`src/rtl/icache_refill_ctrl.sv`:
```
// Instruction-cache refill controller: fetches one block from IRAM word by word and writes it into the cache.
// Optional ICACHE_CRIT_WORD_FIRST_EN: request the missing word first, then wrap through the block.
module icache_refill_ctrl #(
    parameter int BLOCK_SIZE = 128,
    parameter int WORD_SIZE  = 32,
    parameter int PC_SIZE    = 32
) (
    input  logic                 clk,
    input  logic                 rst,
    input  logic                 miss,
    input  logic [PC_SIZE-1:0]   pc,
    output logic                 mem_req,
    output logic [PC_SIZE-1:0]   mem_addr,
    input  logic                 mem_ack,
    input  logic [WORD_SIZE-1:0] mem_rdata,
    output logic [0:BLOCK_SIZE-1] block_out,
    output logic                 we,
    output logic                 stall
);

    localparam int NWORDS = BLOCK_SIZE / WORD_SIZE;
    localparam int OFFS   = $clog2(BLOCK_SIZE / 8);
    localparam int WOFF   = $clog2(WORD_SIZE / 8);
    localparam int IDXW   = OFFS - WOFF;
    localparam int CNTW   = $clog2(NWORDS + 1);
    localparam int NBYTES = WORD_SIZE / 8;

    typedef enum logic [1:0] {
        IDLE,
        FETCH,
        FILL
    } state_t;

    state_t              state;
    state_t              state_n;
    logic [IDXW-1:0]     idx;
    logic [IDXW-1:0]     idx_inc;
    logic [IDXW-1:0]     start_idx;
    logic [CNTW-1:0]     cnt;
    logic [PC_SIZE-OFFS-1:0] base_hi;
    logic                last_word;
    logic                unused_pc;

`ifdef ICACHE_CRIT_WORD_FIRST_EN
    assign start_idx = pc[OFFS-1:WOFF];
    assign unused_pc = ^pc[WOFF-1:0];
`else
    assign start_idx = '0;
    assign unused_pc = ^pc[OFFS-1:0];
`endif

    assign idx_inc   = (idx == IDXW'(NWORDS - 1)) ? '0 : idx + IDXW'(1);
    assign last_word = (cnt == CNTW'(NWORDS - 1));

    always_ff @(posedge clk) begin
        if (rst) begin
            state <= IDLE;
        end else begin
            state <= state_n;
        end
    end

    // Outputs are gated by rst so a held reset never shows a stall or request.
    always_comb begin
        state_n = state;
        mem_req = 1'b0;
        we      = 1'b0;
        stall   = 1'b0;
        case (state)
            IDLE: begin
                stall = miss & ~rst;
                if (miss) begin
                    state_n = FETCH;
                end
            end
            FETCH: begin
                stall   = ~rst;
                mem_req = ~rst;
                if (mem_ack && last_word) begin
                    state_n = FILL;
                end
            end
            FILL: begin
                we      = ~rst;
                state_n = IDLE;
            end
            default: begin
                state_n = IDLE;
            end
        endcase
    end

    // Each byte lands in the big-endian-indexed block so byte j of the block is block_out[8j +: 8].
    always_ff @(posedge clk) begin
        if (rst) begin
            idx       <= '0;
            cnt       <= '0;
            base_hi   <= '0;
            mem_addr  <= '0;
            block_out <= '0;
        end else begin
            case (state)
                IDLE: begin
                    if (miss) begin
                        base_hi  <= pc[PC_SIZE-1:OFFS];
                        idx      <= start_idx;
                        cnt      <= '0;
                        mem_addr <= {pc[PC_SIZE-1:OFFS], start_idx, {WOFF{1'b0}}};
                    end
                end
                FETCH: begin
                    if (mem_ack) begin
                        for (int unsigned k = 0; k < NBYTES; k++) begin
                            block_out[WORD_SIZE*32'(idx) + 8*k +: 8] <= mem_rdata[8*k +: 8];
                        end
                        idx <= idx_inc;
                        cnt <= cnt + CNTW'(1);
                        if (!last_word) begin
                            mem_addr <= {base_hi, idx_inc, {WOFF{1'b0}}};
                        end
                    end
                end
                default: begin
                end
            endcase
        end
    end

endmodule

```
`config.mk`:
```
export PLATFORM = sky130hd
export DESIGN_NAME = icache_refill_ctrl
export DESIGN_NICKNAME = d
export VERILOG_FILES = /design/src/rtl/icache_refill_ctrl.sv
export SDC_FILE = /design/constraint.sdc
export NUM_CORES = 1
export LEC_CHECK = 0
export ABC_CLOCK_PERIOD_IN_PS = 3900
export CAP_MARGIN = 5
export CORE_MARGIN = 2
export CORE_UTILIZATION = 50
export DETAILED_ROUTE_END_ITERATION = 10
export PLACE_DENSITY_LB_ADDON = 0.2
export SLEW_MARGIN = 30
export SYNTH_ARGS = -nofsm -noshare
export SYNTH_HDL_FRONTEND = slang
export SYNTH_SLANG_ARGS = --single-unit
```
`constraint.sdc`:
```
create_clock -name clk -period 3.9 [get_ports clk]
set_input_delay 0.78 -clock clk [delete_from_list [all_inputs] [get_ports clk]]
set_output_delay 0.78 -clock clk [all_outputs]
set_load 0.02 [all_outputs]
```
Word-level counts from Yosys, hierarchy flattened
Index checks and enable logic that the tools add are counted.
W data, S select, Z words.
- flip-flop bits (word level): 195
- input port bits: 68
- output and inout bits: 163
- word-level logic and storage cells: 66
- add/sub/neg operators: 9
- equal/unequal tests: 8
- shift-type cells: 8
- multiplexer cells: 21
- bitwise operators: 6
- reductions and logical operators: 8
- operators with widths (operator ; count):
    $shift A129 B34 Y128 const A ; 4
    $shiftx A129 B34 Y128 ; 4
    $bwmux W128 ; 4
    $neg A33 Y34 ; 4
    $not A8 Y33 ; 3
    $mux W32 ; 3
    $pmux W32 S2 ; 1
    $not A7 Y33 ; 1
    $add A7 B5 Y8 const B ; 2
    $mux W2 ; 5
    $add A7 B4 Y8 const B ; 1
    $ne A2 B2 Y1 const B ; 4
    $pmux W2 S2 ; 2
    $mux W3 ; 2
    $pmux W3 S2 ; 1
    $reduce_and A2 Y1 ; 3
    $eq A2 B2 Y1 const B ; 2
    $reduce_and A4 Y1 ; 1
    $add A3 B1 Y3 const B ; 1
    $eq A3 B2 Y1 const B ; 1
    $reduce_and A3 Y1 ; 1
    $add A2 B1 Y2 const B ; 1
    $eq A2 B1 Y1 const B ; 1
    $logic_not A2 Y1 ; 1
    6 further kinds ; 7

Depth between registers and ports, before layout
Gate-level depths: netlist of the first run.
- depth in word-level cells: 7
- depth in mapped cells: 7
- gate-level depth less buffers: 5

Worst setup path after synthesis of the first run
No wires, ideal clock.
- kind: input-to-output
- start: input rst
- end: output mem_req
- arrival time: 1663 ps
- data required time: 3120 ps
- slack: 1457 ps
- stages: 4
- path buffers: 3
- cells stage by stage: clkbuf_1 -> clkbuf_1 -> clkbuf_1 -> nor2_1
- word-level cells in the longest chain between the ends: 2
- RTL lines (what ; RTL line ; text):
    start: declaration ; 9 ; input logic rst,
    $not A1 Y1 ; 78 ; mem_req = ~rst;
    $mux W1 ; 69 ; case (state)
    end: declaration ; 12 ; output logic mem_req,
No other way between the ends.

Final worst setup path of the first run
- start: input miss
- end: output stall
- word-level cells in the longest chain between the ends: 2
- RTL lines (what ; RTL line ; text):
    start: declaration ; 10 ; input logic miss,
    $and A1 B1 Y1 ; 71 ; stall = miss & ~rst;
    $pmux W1 S2 ; 69 ;
    end: declaration ; 18 ; output logic stall
No other way between the ends.

==> run_results.csv, run 1 <==
group,metric,value,unit
place,dp_slack,0.812,ns
outcome,status,"finished, final reports clean",
power,ir_drop,0.289,mV
timing,relSlewSlack,44.7,%
place,routabilityCongestion,0.789,
clock_network,cts-htree-levels,4,
floorplan,die_h,126,um
final_layout,nets,1170,
final_layout,synthToLayoutAreaGrowth,39.4,%
routing,drtIter0Drc,674,
clock_network,post_cts_buffers,0,
floorplan,io_pins,231,
final_layout,antenna_cells,0,
yosys,synthesis.instances,926,
global_routing,grt_pass1_vias,6592,
timing,clock_skew,0.00687,ns
critical_path,crit_required,3.12,ns
timing,period_share,77.8,%
run,cap_violations,0,
timing,setup_viol,0,
clock_network,numClockSinks,193,
yosys,ys_types,33,
routing,firstDrtPassIters,7,
timing,post-route-min-period,3.03,ns
yosys,syn-mean-instance-area,8.02,um2
yosys,seq_area_frac_synth,52.1,%
place,place_area,9660,um2
clock_network,path_clk_slew,0.06,ns
worst_hold_path,min_path_type,"reg2reg",
critical_path,crit_path_start_kind,"primary input",
yosys,synth-seq-cells,193,
place,portBuffers,224,
timing,tightest_slew,0.830,ns
place,hpwl,14.0,mm
timing,setup_ws,0.866,ns
clock_network,clock_latency,0.43,ns
critical_path,cp_cell_sequence,"clkdlybuf4s50_1, nor2_1, nor3_1, clkdlybuf4s50_1",
critical_path,cp_data_arrival_time,2.25,ns
clock_network,cts_buffer_depth,2,
routing,wl,21.8,mm
timing,hold_viol_final,0,
critical_path,crit_family,"buffers and inverters",
routing,drcViolationCount,0,
timing,drv_slew,0,
critical_path,cp-end-kind,"primary output",
clock_network,cts_tree,"built",
final_layout,layout-drive-gt1-share,5.32,%
critical_path,critical_path.most_common_cell,"clkdlybuf4s50_1",
final_layout,fillers,1195,
clock_network,ctsHoldBuffers,0,
global_routing,overflow,0,
routing,vias_per_cell,5.55,
critical_path,max_stage_delay,0.69,ns
global_routing,grt_pass1_wl,34.5,mm
critical_path,rrSetupSlack,1.60,ns
floorplan,die_x,126,um
yosys,syn-cell-area,7420,um2
global_routing,grt_usage,26.8,%
routing,routed-via-count,7179,
clock_network,postCtsResizedCells,0,
routing,wl_per_cell,16.9,um
floorplan,core,14500,um2
global_routing,grt_antenna_before_repair,0,
floorplan,initial_core_util,51.1,%
timing,max_freq,0.330,GHz
power,p_per_area,440,nW/um2
global_routing,grt_max_degree,79,
critical_path,path_max_fanout,4,
timing,tns,0,ns
critical_path,critPathBufInv,2,
final_layout,layout_commonest_cell,"nand2_1",
final_layout,final_cell_mix,"nand2_1, clkdlybuf4s50_1, dfxtp_1",
floorplan,dieArea,15800,um2
routing,postRouteAntennaNets,0,
final_layout,fin_area,10300,um2
critical_path,cp_slowest_cell,"clkdlybuf4s50_1",
clock_network,cts_buffers,17,
floorplan,placementRows,44,
timing,rsz0062_at_grt,"false",
yosys,synth-warning-count,0,
critical_path,crit_type,"in2out",
clock_network,root_buffer,"clkbuf_16",
power,leakage,3.50,nW
==> worst paths after layout <==
kind / depth (start not counted) / endpoint / from
hold / removal: 2 / block_out[109]$_SDFFE_PP0P_ / block_out[109]$_SDFFE_PP0P_
setup / recovery: 4 / stall / miss
setup reg to reg: 4 / block_out[11]$_SDFFE_PP0P_ / state[0]$_SDFFE_PP0P_
hold reg to reg: 2 / block_out[109]$_SDFFE_PP0P_ / block_out[109]$_SDFFE_PP0P_
==> kinds of logic after synthesis <==
logic type / after synthesis / share of synthesized area, %
and+or+nand+nor: 430 / 26.1
adders and majority gates: 6 / 1.01
DFF: 193 / 52.1
other: 1 / 0.0505
buffers and inverters: 97 / 5.75
muxes: 1 / 0.135
AOI/OAI and AO/OA: 198 / 14.9
==> layer usage <==
layer,share of wire [%],vias to the layer above,global-route usage (%),wire [um]
met1,42,3318,34.5,9190
met2,47,308,43.5,10300
li1,-,3511,-,-
met3,8.0,42,6.84,1740
met4,2.5,0,10.3,541
met5,0,-,0,0
==> synth_stat cells <==
master / number / area [um2]
a2111o_1: 1 / 11.3
or3b_1: 1 / 8.76
nand2_2: 1 / 6.26
o21ai_1: 1 / 5.00
nand4b_1: 5 / 43.8
mux2i_1: 1 / 10.0
a211oi_1: 1 / 7.51
inv_1: 3 / 11.3
and4bb_1: 1 / 12.5
buf_4: 8 / 60.1
nor3b_1: 1 / 7.51
nand2b_1: 1 / 6.26
nand2_1: 241 / 905
and2_1: 2 / 12.5
nor3_1: 29 / 145
nor2_1: 4 / 15.0
dfxtp_1: 193 / 3860
o21ai_0: 3 / 15.0
and4b_1: 5 / 50.1
nand4bb_1: 1 / 11.3
conb_1: 1 / 3.75
or4b_1: 1 / 10.0
nor4bb_1: 1 / 10.0
clkbuf_1: 51 / 191
a311oi_1: 28 / 245
buf_2: 26 / 130
a21oi_1: 163 / 816
nor2b_1: 3 / 18.8
buf_1: 9 / 33.8
nand3_1: 132 / 661
nor3b_2: 1 / 12.5
o211ai_1: 1 / 7.51
ha_1: 6 / 75.1
==> report_power, final <==
| part | switching [W] | internal, W | leakage (nW) | total, W |
|---|---|---|---|---|
| combinational | 0.000264 | 0.000195 | 1.59 | 0.000459 |
| clock | 0.000763 | 0.00126 | 0.337 | 0.00202 |
| sequential | 0.0000391 | 0.00203 | 1.57 | 0.00207 |
| total | 0.00107 | 0.00349 | 3.50 | 0.00455 |
==> cell type report <==
type / instances / area [um2] / area share [%]
clock buffers: 20 / 467 / 4.51
clock inverters: 12 / 228 / 2.20
inverters: 3 / 11.3 / 0.109
multi-input cells: 637 / 3160 / 30.5
flip-flops and latches: 193 / 3860 / 37.3
well taps: 184 / 230 / 2.22
repair buffers: 244 / 2390 / 23.1
==> sequential cells by signal (all words and copies together) (netlist names) <==
signal / count
state: 2
cnt: 3
block_out: 128
base_hi: 28
mem_addr: 30
idx: 2
==> per-stage QoR <==
step | utilization (%) | total power (W) | cells | hold WS [ns]
after global placement | 66.4 | 0.00257 | 1261 | 0.437
after floorplan | - | 0.00235 | 927 | 0.437
after detailed placement | 66.4 | 0.00257 | 1261 | 0.442
after global routing | 71.2 | 0.00470 | 1293 | 0.464
after CTS | 71.2 | 0.00457 | 1293 | 0.451
final | 71.2 | 0.00455 | 1293 | 0.450
==> tightest hold or removal path, stage by stage (launching register included) <==
cell and delay (ns):
dfxtp_1 0.31, nand2_1 0.05, a21oi_1 0.05
(Power assumes the default switching activity.)
==> inputs of run 2 (changes only) <==
--- a/config.mk
+++ b/config.mk
@@ -5,10 +5,10 @@
 export SDC_FILE = /design/constraint.sdc
 export NUM_CORES = 1
 export LEC_CHECK = 0
-export ABC_CLOCK_PERIOD_IN_PS = 3900
+export ABC_CLOCK_PERIOD_IN_PS = 2610
 export CAP_MARGIN = 5
 export CORE_MARGIN = 2
-export CORE_UTILIZATION = 50
+export CORE_UTILIZATION = 42
 export DETAILED_ROUTE_END_ITERATION = 10
 export PLACE_DENSITY_LB_ADDON = 0.2
 export SLEW_MARGIN = 30
==> constraint.sdc (replaced) <==
create_clock -name clk -period 2.61 [get_ports clk]
set_input_delay 0.522 -clock clk [delete_from_list [all_inputs] [get_ports clk]]
set_output_delay 0.522 -clock clk [all_outputs]
set_load 0.02 [all_outputs]
==> run_results.csv, run 2 (synthesis gave the netlist of run 1 again) <==
group,metric,value,unit
critical_path,critPathBufInv,2,
critical_path,max_stage_delay,0.67,ns
clock_network,clock_latency,0.43,ns
clock_network,root_buffer,"clkbuf_16",
run,cap_violations,0,
power,leakage,3.57,nW
clock_network,post_cts_buffers,0,
clock_network,ctsHoldBuffers,0,
final_layout,reg.largest.list,"block_out (128), mem_addr (30), base_hi (28)",
place,hpwl,14.7,mm
clock_network,postCtsResizedCells,0,
clock_network,numClockSinks,193,
timing,max_freq,0.414,GHz
global_routing,grt_usage,23.0,%
global_routing,grt_max_degree,79,
outcome,status,"finished, final reports clean",
routing,drtIter0Drc,479,
routing,postRouteAntennaNets,0,
critical_path,cp_data_arrival_time,1.89,ns
final_layout,antenna_cells,0,
routing,wl,22.3,mm
critical_path,crit_family,"buffers and inverters",
final_layout,nets,1183,
timing,holdWs,0.426,ns
critical_path,critical_path.most_common_cell,"clkdlybuf4s50_1",
global_routing,grt_antenna_before_repair,0,
timing,tns,0,ns
timing,rsz0062_at_grt,"false",
timing,drv_slew,0,
final_layout,layout_commonest_cell,"nand2_1",
place,dp_cells,1315,
floorplan,die_h,137,um
routing,routed-via-count,7227,
final_layout,final_cell_mix,"nand2_1, clkdlybuf4s50_1, dfxtp_1",
timing,setup_viol,0,
global_routing,grt_pass1_wl,33.9,mm
critical_path,rrSetupSlack,0.89,ns
final_layout,layout-drive-gt1-share,6.42,%
critical_path,cp_slowest_cell,"clkdlybuf4s50_1",
timing,setup_ws,0.196,ns
clock_network,cts_tree,"built",
critical_path,cp_cell_sequence,"clkdlybuf4s50_1, nor2_1, nor3_1, clkdlybuf4s50_1",
floorplan,initial_core_util,42.9,%
floorplan,dieArea,18800,um2
final_layout,synthToLayoutAreaGrowth,42.1,%
power,p_per_area,639,nW/um2
place,routabilityCongestion,0.767,
place,dp_slack,0.187,ns
final_layout,regMostFlops,"block_out",
place,portBuffers,224,
floorplan,placementRows,48,
timing,relSlewSlack,43.8,%
global_routing,grt_pass1_vias,6372,
clock_network,cts_buffer_depth,2,
clock_network,path_clk_slew,0.07,ns
timing,hold_viol_final,0,
floorplan,die_x,137,um
critical_path,crit_required,2.09,ns
timing,post-route-min-period,2.41,ns
clock_network,cts-htree-levels,4,
final_layout,largest_register_ff_count,128,
critical_path,cp-end-kind,"primary output",
power,ir_drop,0.463,mV
global_routing,overflow,0,
critical_path,path_max_fanout,2,
timing,clock_skew,0.00830,ns
critical_path,crit_path_start_kind,"primary input",
routing,drcViolationCount,0,
routing,vias_per_cell,5.37,
routing,firstDrtPassIters,5,
final_layout,fin_cells,1347,
floorplan,io_pins,231,
final_layout,finish.utilization,61.0,%
worst_hold_path,min_path_type,"in2reg",
floorplan,core,17300,um2
routing,wl_per_cell,16.5,um
critical_path,crit_type,"in2out",
clock_network,cts_buffers,17,
timing,period_share,92.5,%
timing,tightest_slew,0.843,ns
-- run 2: worst register-to-register path: stages (launching register included) --
cell and delay, ns:
dfxtp_1 0.33, ha_1 0.20, ha_1 0.23, nand4bb_1 0.30
a2111o_1 0.47, a21oi_1 0.13
-- run 2: per-stage QoR --
stage | instance area [um2] | total power [W]
2_1_floorplan | 7430 | 0.00351
3_3_place_gp | 9870 | 0.00386
3_5_place_dp | 9870 | 0.00387
4_1_cts | 10500 | 0.00678
5_1_grt | 10500 | 0.00697
6_report | 10500 | 0.00674
-- run 2: metal layers --
| layer | track usage [%] | vias to the layer above | routed length [um] |
|---|---|---|---|
| li1 | - | 3533 | - |
| met1 | 30.8 | 3424 | 9910 |
| met2 | 35.8 | 234 | 10200 |
| met3 | 5.67 | 36 | 1600 |
| met4 | 8.53 | 0 | 574 |
| met5 | 0 | - | 0 |
-- run 2: final cells by class --
class                      count  area, um2
multi-input combinational    637       3150
clock inverter                13        220
fill                        1591       6750
clock buffer                  19        453
inverter                       3       11.3
sequential                   193       3860
timing repair buffer         257       2570
tap                          225        282
-- run 2: path summary, 6_finish.rpt --
kind / startpoint / to / cells after the start
max: miss / stall / 4
min: rst / state[0]$_SDFFE_PP0P_ / 3
min reg2reg: block_out[33]$_SDFFE_PP0P_ / block_out[33]$_SDFFE_PP0P_ / 2
max reg2reg: cnt[0]$_SDFFE_PP0P_ / mem_addr[2]$_SDFFE_PP0P_ / 5
-- run 2: power breakdown --
part           total (W)  leakage [nW]  switching (W)  internal, W
logic           0.000714          1.68       0.000405     0.000308
registers        0.00309          1.57      0.0000521      0.00303
clock network    0.00294         0.323        0.00117      0.00177
